[src/rtl/spi_tx_feeder.sv]
// spi_tx_feeder: small word FIFO in front of an output-only SPI master.
// Each queued word is launched with a one-cycle TxStart and a stable
// TxData. The feeder then waits for TxDone, inserts an idle gap and
// aborts a transfer through a watchdog if TxDone never arrives.
module spi_tx_feeder #(
    parameter int BITS    = 4,
    parameter int DEPTH   = 4,
    parameter int GAP     = 2,
    parameter int TIMEOUT = 64
) (
    input  logic                     Clock,
    input  logic                     Reset,
    input  logic                     Flush,
    input  logic                     InValid,
    input  logic [BITS-1:0]          InData,
    output logic                     InReady,
    output logic                     TxStart,
    output logic [BITS-1:0]          TxData,
    input  logic                     TxDone,
    output logic [$clog2(DEPTH):0]   Count,
    output logic                     Busy,
    output logic                     Error
);

    localparam int AW       = $clog2(DEPTH);
    localparam int CW       = AW + 1;
    localparam int GW       = (GAP > 1) ? $clog2(GAP) : 1;
    localparam int TW       = $clog2(TIMEOUT);
    // Last gap count value; clamped so the compare stays legal when GAP is 0
    localparam int GAP_LAST = (GAP > 0) ? (GAP - 1) : 0;

    typedef enum logic [1:0] {
        ST_IDLE   = 2'd0,
        ST_LAUNCH = 2'd1,
        ST_WAIT   = 2'd2,
        ST_GAP    = 2'd3
    } state_t;

    state_t            state_r;
    state_t            state_s;

    logic [BITS-1:0]   mem_r [DEPTH];
    logic [AW-1:0]     wr_ptr_r;
    logic [AW-1:0]     rd_ptr_r;
    logic [CW-1:0]     count_r;
    logic [CW-1:0]     count_s;

    logic [BITS-1:0]   tx_data_r;
    logic              tx_start_r;
    logic              busy_r;
    logic              error_r;

    logic [GW-1:0]     gap_cnt_r;
    logic [GW-1:0]     gap_cnt_s;
    logic [TW-1:0]     tmo_cnt_r;
    logic [TW-1:0]     tmo_cnt_s;

    logic              in_ready_s;
    logic              push_s;
    logic              pop_s;
    logic              timeout_s;

    // Ready is the only combinational output; Flush blocks the push it overrides
    assign in_ready_s = (count_r < CW'(DEPTH));
    assign push_s     = InValid && in_ready_s && !Flush;

    // Next-state logic: pop on leaving IDLE, watchdog in WAIT, gap counting in GAP
    always_comb begin
        state_s   = state_r;
        pop_s     = 1'b0;
        timeout_s = 1'b0;
        gap_cnt_s = gap_cnt_r;
        tmo_cnt_s = tmo_cnt_r;
        case (state_r)
            ST_IDLE: begin
                if ((count_r != {CW{1'b0}}) && !Flush) begin
                    pop_s   = 1'b1;
                    state_s = ST_LAUNCH;
                end else begin
                    state_s = ST_IDLE;
                end
            end
            ST_LAUNCH: begin
                // TxDone is deliberately not looked at while the start pulse is out
                tmo_cnt_s = {TW{1'b0}};
                state_s   = ST_WAIT;
            end
            ST_WAIT: begin
                if (TxDone) begin
                    gap_cnt_s = {GW{1'b0}};
                    if (GAP == 0) begin
                        state_s = ST_IDLE;
                    end else begin
                        state_s = ST_GAP;
                    end
                end else if (tmo_cnt_r == TW'(TIMEOUT - 1)) begin
                    // Controller never answered: drop the word, flag it, move on
                    timeout_s = 1'b1;
                    state_s   = ST_IDLE;
                end else begin
                    tmo_cnt_s = tmo_cnt_r + TW'(1);
                end
            end
            ST_GAP: begin
                if (gap_cnt_r == GW'(GAP_LAST)) begin
                    state_s = ST_IDLE;
                end else begin
                    gap_cnt_s = gap_cnt_r + GW'(1);
                end
            end
            default: begin
                state_s = ST_IDLE;
            end
        endcase
    end

    // Occupancy update: Flush wins, a simultaneous push and pop cancel out
    always_comb begin
        count_s = count_r;
        if (Flush) begin
            count_s = {CW{1'b0}};
        end else if (push_s && !pop_s) begin
            count_s = count_r + CW'(1);
        end else if (!push_s && pop_s) begin
            count_s = count_r - CW'(1);
        end else begin
            count_s = count_r;
        end
    end

    // FSM state and its counters
    always_ff @(posedge Clock or negedge Reset) begin
        if (!Reset) begin
            state_r   <= ST_IDLE;
            gap_cnt_r <= {GW{1'b0}};
            tmo_cnt_r <= {TW{1'b0}};
        end else begin
            state_r   <= state_s;
            gap_cnt_r <= gap_cnt_s;
            tmo_cnt_r <= tmo_cnt_s;
        end
    end

    // FIFO storage and pointers; pointers wrap naturally since DEPTH is a power of 2
    always_ff @(posedge Clock or negedge Reset) begin
        if (!Reset) begin
            for (int i = 0; i < DEPTH; i++) begin
                mem_r[i] <= {BITS{1'b0}};
            end
            wr_ptr_r <= {AW{1'b0}};
            rd_ptr_r <= {AW{1'b0}};
            count_r  <= {CW{1'b0}};
        end else begin
            count_r <= count_s;
            if (push_s) begin
                mem_r[wr_ptr_r] <= InData;
            end
            if (Flush) begin
                wr_ptr_r <= {AW{1'b0}};
                rd_ptr_r <= {AW{1'b0}};
            end else begin
                if (push_s) begin
                    wr_ptr_r <= wr_ptr_r + AW'(1);
                end
                if (pop_s) begin
                    rd_ptr_r <= rd_ptr_r + AW'(1);
                end
            end
        end
    end

    // Registered outputs: start pulse and busy follow the next state, data latches on pop
    always_ff @(posedge Clock or negedge Reset) begin
        if (!Reset) begin
            tx_start_r <= 1'b0;
            tx_data_r  <= {BITS{1'b0}};
            busy_r     <= 1'b0;
        end else begin
            tx_start_r <= (state_s == ST_LAUNCH);
            busy_r     <= (state_s != ST_IDLE);
            if (pop_s) begin
                tx_data_r <= mem_r[rd_ptr_r];
            end
        end
    end

    // Sticky watchdog flag; a fresh timeout is kept even if Flush arrives with it
    always_ff @(posedge Clock or negedge Reset) begin
        if (!Reset) begin
            error_r <= 1'b0;
        end else if (timeout_s) begin
            error_r <= 1'b1;
        end else if (Flush) begin
            error_r <= 1'b0;
        end else begin
            error_r <= error_r;
        end
    end

    assign InReady = in_ready_s;
    assign TxStart = tx_start_r;
    assign TxData  = tx_data_r;
    assign Count   = count_r;
    assign Busy    = busy_r;
    assign Error   = error_r;

endmodule

[config.mk]
export PLATFORM = sky130hd
export DESIGN_NAME = spi_tx_feeder
export DESIGN_NICKNAME = d
export VERILOG_FILES = /design/src/rtl/spi_tx_feeder.sv
export SDC_FILE = /design/constraint.sdc
export NUM_CORES = 1
export LEC_CHECK = 0
export ABC_AREA = 1
export BUFFER_PORTS_ARGS = -buffer_cell sky130_fd_sc_hd__clkbuf_2
export CAP_MARGIN = 20
export CORE_MARGIN = 4
export CORE_UTILIZATION = 40
export DETAILED_ROUTE_END_ITERATION = 10
export MAX_ROUTING_LAYER = met4
export PLACE_DENSITY = 0.56
export SYNTH_ARGS = -nofsm -noshare
export SYNTH_HDL_FRONTEND = slang
export SYNTH_SLANG_ARGS = --single-unit
[constraint.sdc]
create_clock -name Clock -period 2.6 [get_ports Clock]
set_input_delay 0.39 -clock Clock [delete_from_list [all_inputs] [get_ports Clock]]
set_output_delay 0.39 -clock Clock [all_outputs]
set_load 0.05 [all_outputs]
; Word level (Yosys, flattened, before mapping)
; Index checks and enable logic that the tools add are counted.
[word_totals]
wordCells = 85
in_bits = 9
ff_bits = 39
output_inout_bits = 11
[op_classes]
reduce_logical = 20
addsub = 6
eq_ne = 8
n_lt_le_gt_ge = 4
mux = 31
bitwise = 2
[ops]
columns = operator, count
row1 = $bwmux W16, 1
row2 = $mux W2, 7
row3 = $mux W4, 3
row4 = $mux W6, 2
row5 = $pmux W6 S2, 1
row6 = $reduce_bool A2 Y1, 6
row7 = $mux W1, 10
row8 = $mux W3, 3
row9 = $bmux W4 S2, 1
row10 = $demux W4 S2, 1
row11 = $pmux W2 S4, 1
row12 = $add A6 B1 Y6 const B, 1
row13 = $eq A6 B6 Y1 const B, 1
row14 = $ge A3 B3 Y1 const B, 2
row15 = $logic_and A1 B1 Y1, 6
row16 = $ne A2 B2 Y1 const B, 3
row17 = $not A2 Y3, 2
row18 = $reduce_bool A3 Y1, 2
row19 = $add A2 B1 Y2 const B, 2
row20 = $eq A2 B1 Y1 const B, 2
row21 = $eq A2 B2 Y1 const B, 2
row22 = $add A3 B1 Y3 const B, 1
row23 = $logic_not A1 Y1, 3
row24 = $lt A3 B1 Y1 const B, 1
row25 = 7 further kinds, 7

; Longest topological paths before layout
; Gate-level depths: netlist of run 1.
[logic_depth]
depth_word = 8
mapped_depth = 10
ltp_nobuf = 10

; Worst setup path after synthesis of run 1
; No wires, ideal clock.
[synth_timing]
kind = register -> register
start = reg count_r[2] (netlist: Count[2])
end = reg count_r[2] (netlist: Count[2])
path_buffers = 0
slack_ps = 516
synth_period_minus_slack_ps = 2084
setup_ps = 118
t_arrival_ps = 1966
t_required_ps = 2482
stages_incl_launch_ff = 10
cell_sequence = dfrtp_1 inv_2 nand3_1 nand2_4 nand2_1 inv_1 fa_1 nand3b_1 nand3_1 nand2_1
[synth_between]
word_cells_on_any_way = 17
cone_classes = add/sub: 2 / order compare: 1 / mux: 5 / reduce/logical: 9
[synth_rtl]
columns = item, line
row1 = from (decl), 45  ; logic [CW-1:0] count_r;
row2 = from (signal assigned), 152  ; count_r <= {CW{1'b0}};
row3 = from (signal assigned), 154  ; count_r <= count_s;
row4 = $lt A3 B3 Y1 *, 64  ; assign in_ready_s = (count_r < CW'(DEPTH));
row5 = net InReady, 16  ; output logic InReady,
row6 = $logic_and A1 B1 Y1 * (2 in series), 65  ; assign push_s = InValid && in_ready_s && !Flush;
row7 = $logic_and A1 B1 Y1 or $logic_not A1 Y1 (tied branches), "122, 124"
row8 = $mux W3 or $logic_and A1 B1 Y1 (tied branches), "122, 124"
row9 = $mux W3 or $reduce_bool A3 Y1 (tied branches), --
; Mark *: on every way through the listed nets, which the timed path passes. The rest lies on a longest branch. The select of a mux whose other input is x is not followed.
; A chain may end at the register's enable or synchronous reset.

; Final worst setup path of run 1
[layout_timing]
start = reg state_r[0]
end = reg count_r[2] (netlist: Count[2])
[layout_between]
elab_chain_len = 6
word_cells_on_any_way = 8
cone_classes = mux: 3 / reduce/logical: 5
[layout_rtl]
columns = item, line
row1 = from (decl), 39  ; state_t state_r;
row2 = from (signal assigned), 138  ; state_r <= state_s;
row3 = $logic_not A2 Y1 *, 74  ; case (state_r)
row4 = $mux W1 *, 74
row5 = $logic_not A1 Y1, 122  ; end else if (push_s && !pop_s) begin
row6 = $logic_and A1 B1 Y1, 122
row7 = $mux W3, 122
row8 = $mux W3, 120  ; if (Flush) begin
; Mark *: on every way between the ends. The rest lies on a longest branch, timed or not.

==> impl_metrics.tcl, run 1 <==
set metrics [dict create \
    outcome "finished, final reports clean" \
    start_kind "flop" \
    hold_path.class "input pin to async pin" \
    cts_root_buf "clkbuf_8" \
    max_freq_mhz 566 \
    vias 1475 \
    path_class "flop to flop" \
    yosysTopAreaCell "dfrtp_1" \
    reg2reg_from "state_r[0]" \
    cp.required_ps 2780 \
    place_congestion 0.751 \
    final.setup.tns_ps 0 \
    wl_per_cell_um 12.2 \
    maxCapViolCount 0 \
    synth_top_area_share_pct 51.3 \
    grt_max_degree 40 \
    synthFlopType "dfrtp_1" \
    path_clk_slew_ps 80 \
    syn-instance-count 225 \
    synth_seq_cells 39 \
    cts_buffers 5 \
    drt-pass1-iter-count 4 \
    post-route-period-util_pct 68.0 \
    maxSlewViolCount 0 \
    syn_area_per_cell_sq_um 8.45 \
    port_buffers 19 \
    async_flop_share_pct 100 \
    ir_drop_mv 0.413 \
    grt_pass1_wl_um 6560 \
    regArea_sq_um 976 \
    fin_nets 265 \
    hold_viol_final 0 \
    netlist_area_sq_mm 0.00190 \
    ys_top_cells_by_area "dfrtp_1 (51%), nand2_1 (10%), o21ai_0 (8.4%)" \
    cp-end-kind "flop" \
    r2r_slack_ps 830 \
    die-height_um 76.9 \
    area_growth_syn_to_layout_pct 12.6 \
    gr-total-overflow 0 \
    highest_layer "met4" \
    ctsHtreeMaxLevel 2 \
    drt_wl_total_um 3700 \
    die-width_um 76.9 \
    ios 20 \
    synth_common_cells "nand2_1 (53), dfrtp_1 (39), o21ai_0 (32)" \
    antenna_found_initial 0 \
    multiInputGateArea_sq_um 807 \
    tightest_slew_ps 493 \
    worst-endpoint-arrival_ps 1950 \
    row_count 24 \
    viasPerCell 4.87 \
    powerDensity_mw_per_mm2 1120 \
    met1_length_um 1900 \
    dr_wl_met3_um 142 \
    layout_min_cycle_time_ps 1770 \
    clock_latency_ps 290 \
    cts.sinks 39 \
    yosysUniqueCellTypes 27 \
    drc_errors 0 \
    antenna_cells 0 \
    hpwl_um 2560 \
    cts_resized 0 \
    grt_usage_pct 14.3 \
    fin_skew_ps 6.18 \
    ant_nets 0 \
    p_leak_nw 1.08 \
    setup_viol_count_final 0 \
    path_max_fanout 7 \
    cts-hold-fix-buffers 0 \
    fp.dieArea_sq_mm 0.00592 \
    syn_nets 240 \
    critPathLaunch "state_r[0]" \
    grt_pass1_vias 1373 \
    drive_gt1_share_pct 18.3 \
    synth_edf_count 0 \
    rsz0062_at_grt "false" \
    yosysMostFrequentCell "nand2_1" \
    cts_buffer_depth 2 \
    fill_cells 439 \
    slew_headroom_pct 67.1 \
    initial_utilization_pct 42.5 \
    postCtsSetupRepairBufs 0 \
    cts_tree "done" \
    core_area_sq_mm 0.00447 \
    synth_warnings 0 \
    drt-initial-drc-count 100 \
    dpl.cell_count 295 \
    instances_no_fill 303 \
    wl_met2_um 1620 \
    synth_seq_area_share_pct 51.3 \
]
## stage by stage
stage	area (sq um)	hold WS [ps]	setup WS (ps)	power (W)	utilization (%)
6_report	2140	141	833	0.00240	47.8
3_5_place_dp	2060	469	814	0.00203	46.0
3_3_place_gp	2060	460	830	0.00202	46.0
2_1_floorplan	1900	94.4	516	0.00180	-
5_1_grt	2140	195	717	0.00261	47.8
4_1_cts	2140	167	829	0.00243	47.8
## critical path: stages, from the launching register on
cell	delay, ps
dfrtp_1	440
inv_2	110
nand2_2	60
nor2_2	140
nand2_4	100
nand2_1	110
inv_1	60
fa_1	370
nand3b_1	160
nand3_1	80
nand2_1	50
## where the power goes
part / internal (W) / switching [W]
registers: 0.000834 / 0.000155
clock network: 0.000188 / 0.000206
logic: 0.000303 / 0.000711
total: 0.00133 / 0.00107
## layer usage
metal  vias up  global-route usage [%]
li1        772                       -
met1       675                    19.7
met2        23                    20.7
met3         5                    3.86
met4         0                    4.35
met5         -                       -
## final cells by class
type / instances / share of cell area, %
Inverter: 28 / 5.03
Tap cell: 52 / 3.04
Clock inverter: 1 / 0.234
Clock buffer: 7 / 3.57
Sequential cell: 39 / 45.6
Multi-Input combinational cell: 156 / 37.7
Timing Repair Buffer: 20 / 4.80
## kinds of logic after synthesis
group,Yosys count,share of synthesized area [%]
AOI/OAI and AO/OA,44,13.2
buffers and inverters,30,6.19
adders and majority gates,6,4.35
DFF,39,51.3
and+or+nand+nor,104,24.0
xor gates and xnor gates,2,0.922
## registers in the layout, summed over array words and instances (netlist names)
name	flops
wr_ptr_r	2
tmo_cnt_r	6
gap_cnt_r	1
TxData	4
Error	1
TxStart	1
Count	3
rd_ptr_r	2
state_r	2
Busy	1
mem_r	16
## final timing paths
kind,end,cells after the start
setup / recovery,Count[2],10
hold / removal,mem_r[0],2
setup reg to reg,Count[2],10
hold reg to reg,mem_r[10],2
max in group asynchronous,Error,2
min in group Clock,Error,2
## cells in the final DEF (no fill, tap or decap)
| cell type | instances |
|---|---|
| clkbuf_8 | 5 |
| o22ai_1 | 1 |
| inv_2 | 7 |
| nor2_4 | 2 |
| nand3_2 | 1 |
| fa_1 | 1 |
| nor3_1 | 2 |
| o21ai_1 | 2 |
| a31oi_4 | 1 |
| ha_1 | 5 |
| nand2_1 | 53 |
| inv_1 | 20 |
| nand2_2 | 4 |
| xor2_1 | 2 |
| o31ai_1 | 1 |
| or2_1 | 1 |
| nand2_4 | 1 |
| inv_4 | 1 |
| nor2_1 | 28 |
| buf_4 | 1 |
| nor2_2 | 2 |
| clkbuf_1 | 2 |
| clkbuf_2 | 19 |
| nand3b_1 | 1 |
| nand4_1 | 1 |
| o21ai_0 | 32 |
| clkinv_2 | 1 |
| dfrtp_1 | 39 |
| a31oi_1 | 6 |
| nand3_1 | 8 |
| o21ai_2 | 1 |
(Power assumes the default switching activity.)
==> run 2: changes to the inputs <==
- clock period: 2.6 -> 1.7 ns (I/O delays scaled with it)
==> run 2 against run 1 <==
Compared with the run above: core utilization is 3.0 points higher; highest routed layer unchanged; worst setup slack lost 740 ps; register-to-register slack worse by 740 ps; critical path type unchanged.
==> impl_metrics.tcl, run 2 (synthesis gave the netlist of run 1 again) <==
set metrics [dict create \
    layout_commonest_cell "nand2_1" \
    row_count 24 \
    power_w 0.00401 \
    crit_family "adder cells" \
    initial_utilization_pct 42.5 \
    critPathMaxStageDelay_ps 510 \
    worst-endpoint-arrival_ps 1780 \
    place_congestion 0.764 \
    cts_buffer_depth 2 \
    fin_ws_ps 94.4 \
    drc_errors 0 \
    ios 20 \
    r2r_slack_ps 90 \
    final.setup.tns_ps 0 \
    area_growth_syn_to_layout_pct 19.7 \
    path_class "flop to flop" \
    ir_drop_mv 0.697 \
    antenna_found_initial 0 \
    drt-initial-drc-count 101 \
    outcome "finished, final reports clean" \
    final_cell_mix "nand2_1 (51), dfrtp_1 (36), o21ai_0 (32), nor2_1 (28), clkbuf_2 (19)" \
    setup_viol_count_final 0 \
    cts_tree "done" \
    grt_pass1_vias 1451 \
    start_kind "flop" \
    ctsHtreeMaxLevel 2 \
    grt_usage_pct 15.0 \
    ant_nets 0 \
    tightest_slew_ps 486 \
    fin_skew_ps 7.04 \
    die-width_um 76.9 \
    gr-total-overflow 0 \
    port_buffers 19 \
    drt-pass1-iter-count 4 \
    powerDensity_mw_per_mm2 1760 \
    drive_gt1_share_pct 25.3 \
    path_max_fanout 3 \
    r2r-end "Count[1]" \
    max_freq_mhz 623 \
    design_area_sq_mm 0.00227 \
    reg2reg_from "state_r[1]" \
    maxSlewViolCount 0 \
    core_area_sq_mm 0.00447 \
    slew_headroom_pct 67.6 \
    hold_viol_final 0 \
    crit_path_cell_trace "inv_2 -> nand2_2 -> nor2_4 -> nand2_4 -> nand2_2 -> inv_2 -> fa_2 -> nor2_1 -> nand2_1 -> o21ai_1" \
    cts_root_buf "clkbuf_8" \
    die-height_um 76.9 \
    critPathLaunch "state_r[1]" \
    drt_wl_total_um 3860 \
    hold_path.class "input pin to async pin" \
    grt_pass1_wl_um 6900 \
    maxCapViolCount 0 \
    regMostFlops "mem_r" \
    fp.dieArea_sq_mm 0.00592 \
    slowest_stage "fa_2" \
    wl_per_cell_um 12.3 \
    fin_nets 275 \
    path_clk_slew_ps 80 \
    cp-end-kind "flop" \
    cts.sinks 39 \
    post-route-period-util_pct 94.4 \
    cp.required_ps 1880 \
    reg2reg_depth 10 \
    antenna_cells 0 \
    pre_cts_ws_ps 78.2 \
    p_leak_nw 1.14 \
    crit_buf_inv 2 \
    grt_max_degree 40 \
    dpl_cell_area_sq_mm 0.00214 \
    largest_reg_flops 16 \
    clock_latency_ps 300 \
    vias 1491 \
    cts_buffers 5 \
    hpwl_um 2890 \
    viasPerCell 4.76 \
    layout_min_cycle_time_ps 1610 \
    fin_util_pct 50.8 \
]
-- run 2: changes by cell type in the layout (fill, tap and decap cells not counted), moves of 2 or more --
| cell | before | now |
|---|---|---|
| buf_4 | 1 | 11 |
| clkbuf_8 | 5 | 7 |
| dfrtp_1 | 39 | 36 |
| dfrtp_2 | 0 | 3 |
| inv_1 | 20 | 18 |
| nand2_1 | 53 | 51 |
-- run 2: power breakdown --
part           switching, W  internal [W]  leakage (nW)  total, W
clock network      0.000318      0.000370        0.0515  0.000689
logic               0.00121      0.000597         0.597   0.00181
registers          0.000226       0.00128         0.495   0.00151
total               0.00176       0.00225          1.14   0.00401
-- run 2: worst max path at each step --
stage | endpoint | slack (ps) | cells past startpoint
final | Count[1] | 90 | 10
after global routing | Count[1] | -10 | 10
after CTS | Count[2] | 60 | 10
after detailed placement | Count[2] | 80 | 10
after global placement | Count[2] | 120 | 10
after floorplan | Count[2] | -30 | 9
-- run 2: repair_timing --
item,4_1_cts,5_1_grt
buffers inserted,0,4
endpoints found under the setup margin,0,1
resized for setup,0,2
hold buffers,0,0
-- run 2: per-layer routing --
| layer | GRT usage [%] | up-vias | routed length (um) |
|---|---|---|---|
| li1 | - | 793 | - |
| met1 | 22.5 | 668 | 2070 |
| met2 | 19.1 | 23 | 1600 |
| met3 | 3.51 | 7 | 128 |
| met4 | 5.98 | 0 | 69 |
| met5 | - | - | 0 |
-- run 2: final cells by class --
cell class                 instances  area [sq um]
clock buffer                       8           100
fill                             469          2200
inverter                          28           115
multi-input combinational        156           837
sequential                        39           980
tap                               52          65.1
timing repair buffer              30           178
-- run 2: stage by stage --
| step | cells | hold slack (ps) |
|---|---|---|
| 2_1_floorplan | 225 | -40.6 |
| 3_3_place_gp | 301 | 346 |
| 3_5_place_dp | 301 | 342 |
| 4_1_cts | 309 | 19.5 |
| 5_1_grt | 313 | 54.7 |
| 6_report | 313 | 7.75 |
==> run 3: changes to the inputs <==
- SETUP_SLACK_MARGIN: default -> 0.5
==> run 3 against run 2 <==
Compared with the run above: final area is 23% higher; wire length up 11%; non-clock buffer count is 25 higher; sequential power is essentially flat; via count grew 7.8%; count of clock-buffer cells in the layout is 2 lower; die area unchanged; critical path type unchanged; critical endpoint unchanged; largest power group unchanged; highest routed layer unchanged.
==> impl_metrics.tcl, run 3 (synthesis gave the netlist of run 1 again) <==
set metrics [dict create \
    p_leak_nw 1.37 \
    path_clk_slew_ps 80 \
    cts_buffer_depth 2 \
    dpl.cell_count 300 \
    worst-endpoint-arrival_ps 1770 \
    regMostFlops "mem_r" \
    die-width_um 76.9 \
    cp.required_ps 1880 \
    path_class "flop to flop" \
    grt_usage_pct 15.7 \
    ctsHtreeMaxLevel 2 \
    tightest_slew_ps 475 \
    critPathMaxStageDelay_ps 510 \
    fin_ws_ps 112 \
    cts_tree "done" \
    wl_met2_um 1940 \
    grt_pass1_wl_um 7290 \
    powerDensity_mw_per_mm2 1730 \
    final_cell_mix "nand2_1 (42), dfrtp_1 (36), nor2_1 (27), o21ai_0 (18), buf_4 (18)" \
    start_kind "flop" \
    ios 20 \
    fp.dieArea_sq_mm 0.00592 \
    initial_utilization_pct 42.5 \
    area_growth_syn_to_layout_pct 47.1 \
    clock_latency_ps 290 \
    drt_wl_total_um 4290 \
    crit_family "adder cells" \
    core_area_sq_mm 0.00447 \
    viasPerCell 4.74 \
    ir_drop_mv 0.673 \
    drt-pass1-iter-count 4 \
    fin_nets 301 \
    met1_length_um 2120 \
    drc_errors 0 \
    vias 1607 \
    cts.sinks 39 \
    gr-total-overflow 0 \
    fin_util_pct 62.5 \
    drt-initial-drc-count 99 \
    cts_buffers 5 \
    cp-end-kind "flop" \
    hold_path.class "input pin to flop" \
    setup_viol_count_final 0 \
    highest_layer "met4" \
    layout_commonest_cell "nand2_1" \
    crit_buf_inv 2 \
    post-route-period-util_pct 93.4 \
    die-height_um 76.9 \
    fin_skew_ps 9.19 \
    dr_wl_met3_um 175 \
    hold_viol_final 0 \
    pre_cts_ws_ps 46.6 \
    place_congestion 0.783 \
    antenna_cells 0 \
    max_freq_mhz 630 \
    wl_per_cell_um 12.6 \
    path_max_fanout 3 \
    maxCapViolCount 0 \
    largest_reg_flops 16 \
    crit_path_cell_trace "inv_2 -> nand2_2 -> nor2_4 -> nand2_4 -> nand2_4 -> inv_2 -> fa_2 -> nor2_1 -> nand2_1 -> o21ai_1" \
    antenna_found_initial 0 \
    hpwl_um 2880 \
    cts_root_buf "clkbuf_8" \
    grt_pass1_vias 1588 \
    rsz0062_at_grt "true" \
    drive_gt1_share_pct 39.7 \
    layout_min_cycle_time_ps 1590 \
    outcome "finished, final reports clean" \
    slew_headroom_pct 68.4 \
    grt_max_degree 23 \
    slowest_stage "fa_2" \
    ant_nets 0 \
    row_count 24 \
    instances_no_fill 339 \
    port_buffers 19 \
    maxSlewViolCount 0 \
]
-- run 3: report_power, final --
group	total (W)	leakage (nW)	switching [W]	internal, W
clock network	0.000771	0.0514	0.000333	0.000438
logic	0.00253	0.825	0.00143	0.00110
registers	0.00154	0.495	0.000256	0.00128
total	0.00484	1.37	0.00202	0.00282
-- run 3: routing by layer --
metal | up-vias | track usage (%)
li1 | 843 | -
met1 | 726 | 21.9
met5 | - | -
met3 | 5 | 2.93
met4 | 0 | 5.98
met2 | 33 | 22.6
-- run 3: worst paths after layout --
path,start,end,cells past startpoint,slack [ps]
min in group asynchronous,Reset,TxData[0],2,450
setup reg to reg,state_r[0],Count[1],10,110
hold / removal,TxDone,Error,2,170
setup / recovery,state_r[0],Count[1],10,110
max in group asynchronous,Reset,tmo_cnt_r[5],3,770
hold reg to reg,mem_r[11],mem_r[11],2,480
-- run 3: what timing repair did --
action | 4_1_cts | 5_1_grt
buffers inserted | 17 | 12
hold buffers | 1 | 0
setup endpoints to repair | 41 | 47
gates cloned | 1 | 0
gates resized for setup | 47 | 37
pin swaps | 6 | 11
hold endpoints to repair | 17 | 0
-- run 3: cell type report --
type                    count  area (sq um)
flip-flops and latches     39           980
repair buffers             55           523
well taps                  52          65.1
clock inverters             2          37.5
clock buffers               6          72.6
repair inverters            1          8.76
multi-input cells         156           980
fillers                   365          1680
inverters                  28           130
-- run 3: worst register-to-register path, delay by kind of cell, from the launching register on --
kind / cells / cell delay (ps)
AOI/OAI and AO/OA: 1 / 60
adders and majority gates: 1 / 510
buffers and inverters: 2 / 100
DFF: 1 / 400
and+or+nand+nor: 6 / 410
-- run 3: stage by stage --
stage	setup TNS, ps	instance area [sq um]	hold WS (ps)	power (W)
2_1_floorplan	-55.1	1940	-40.6	0.00282
3_3_place_gp	0	2150	234	0.00325
3_5_place_dp	0	2150	230	0.00327
4_1_cts	0	2590	153	0.00460
5_1_grt	0	2800	177	0.00517
6_report	0	2800	173	0.00484
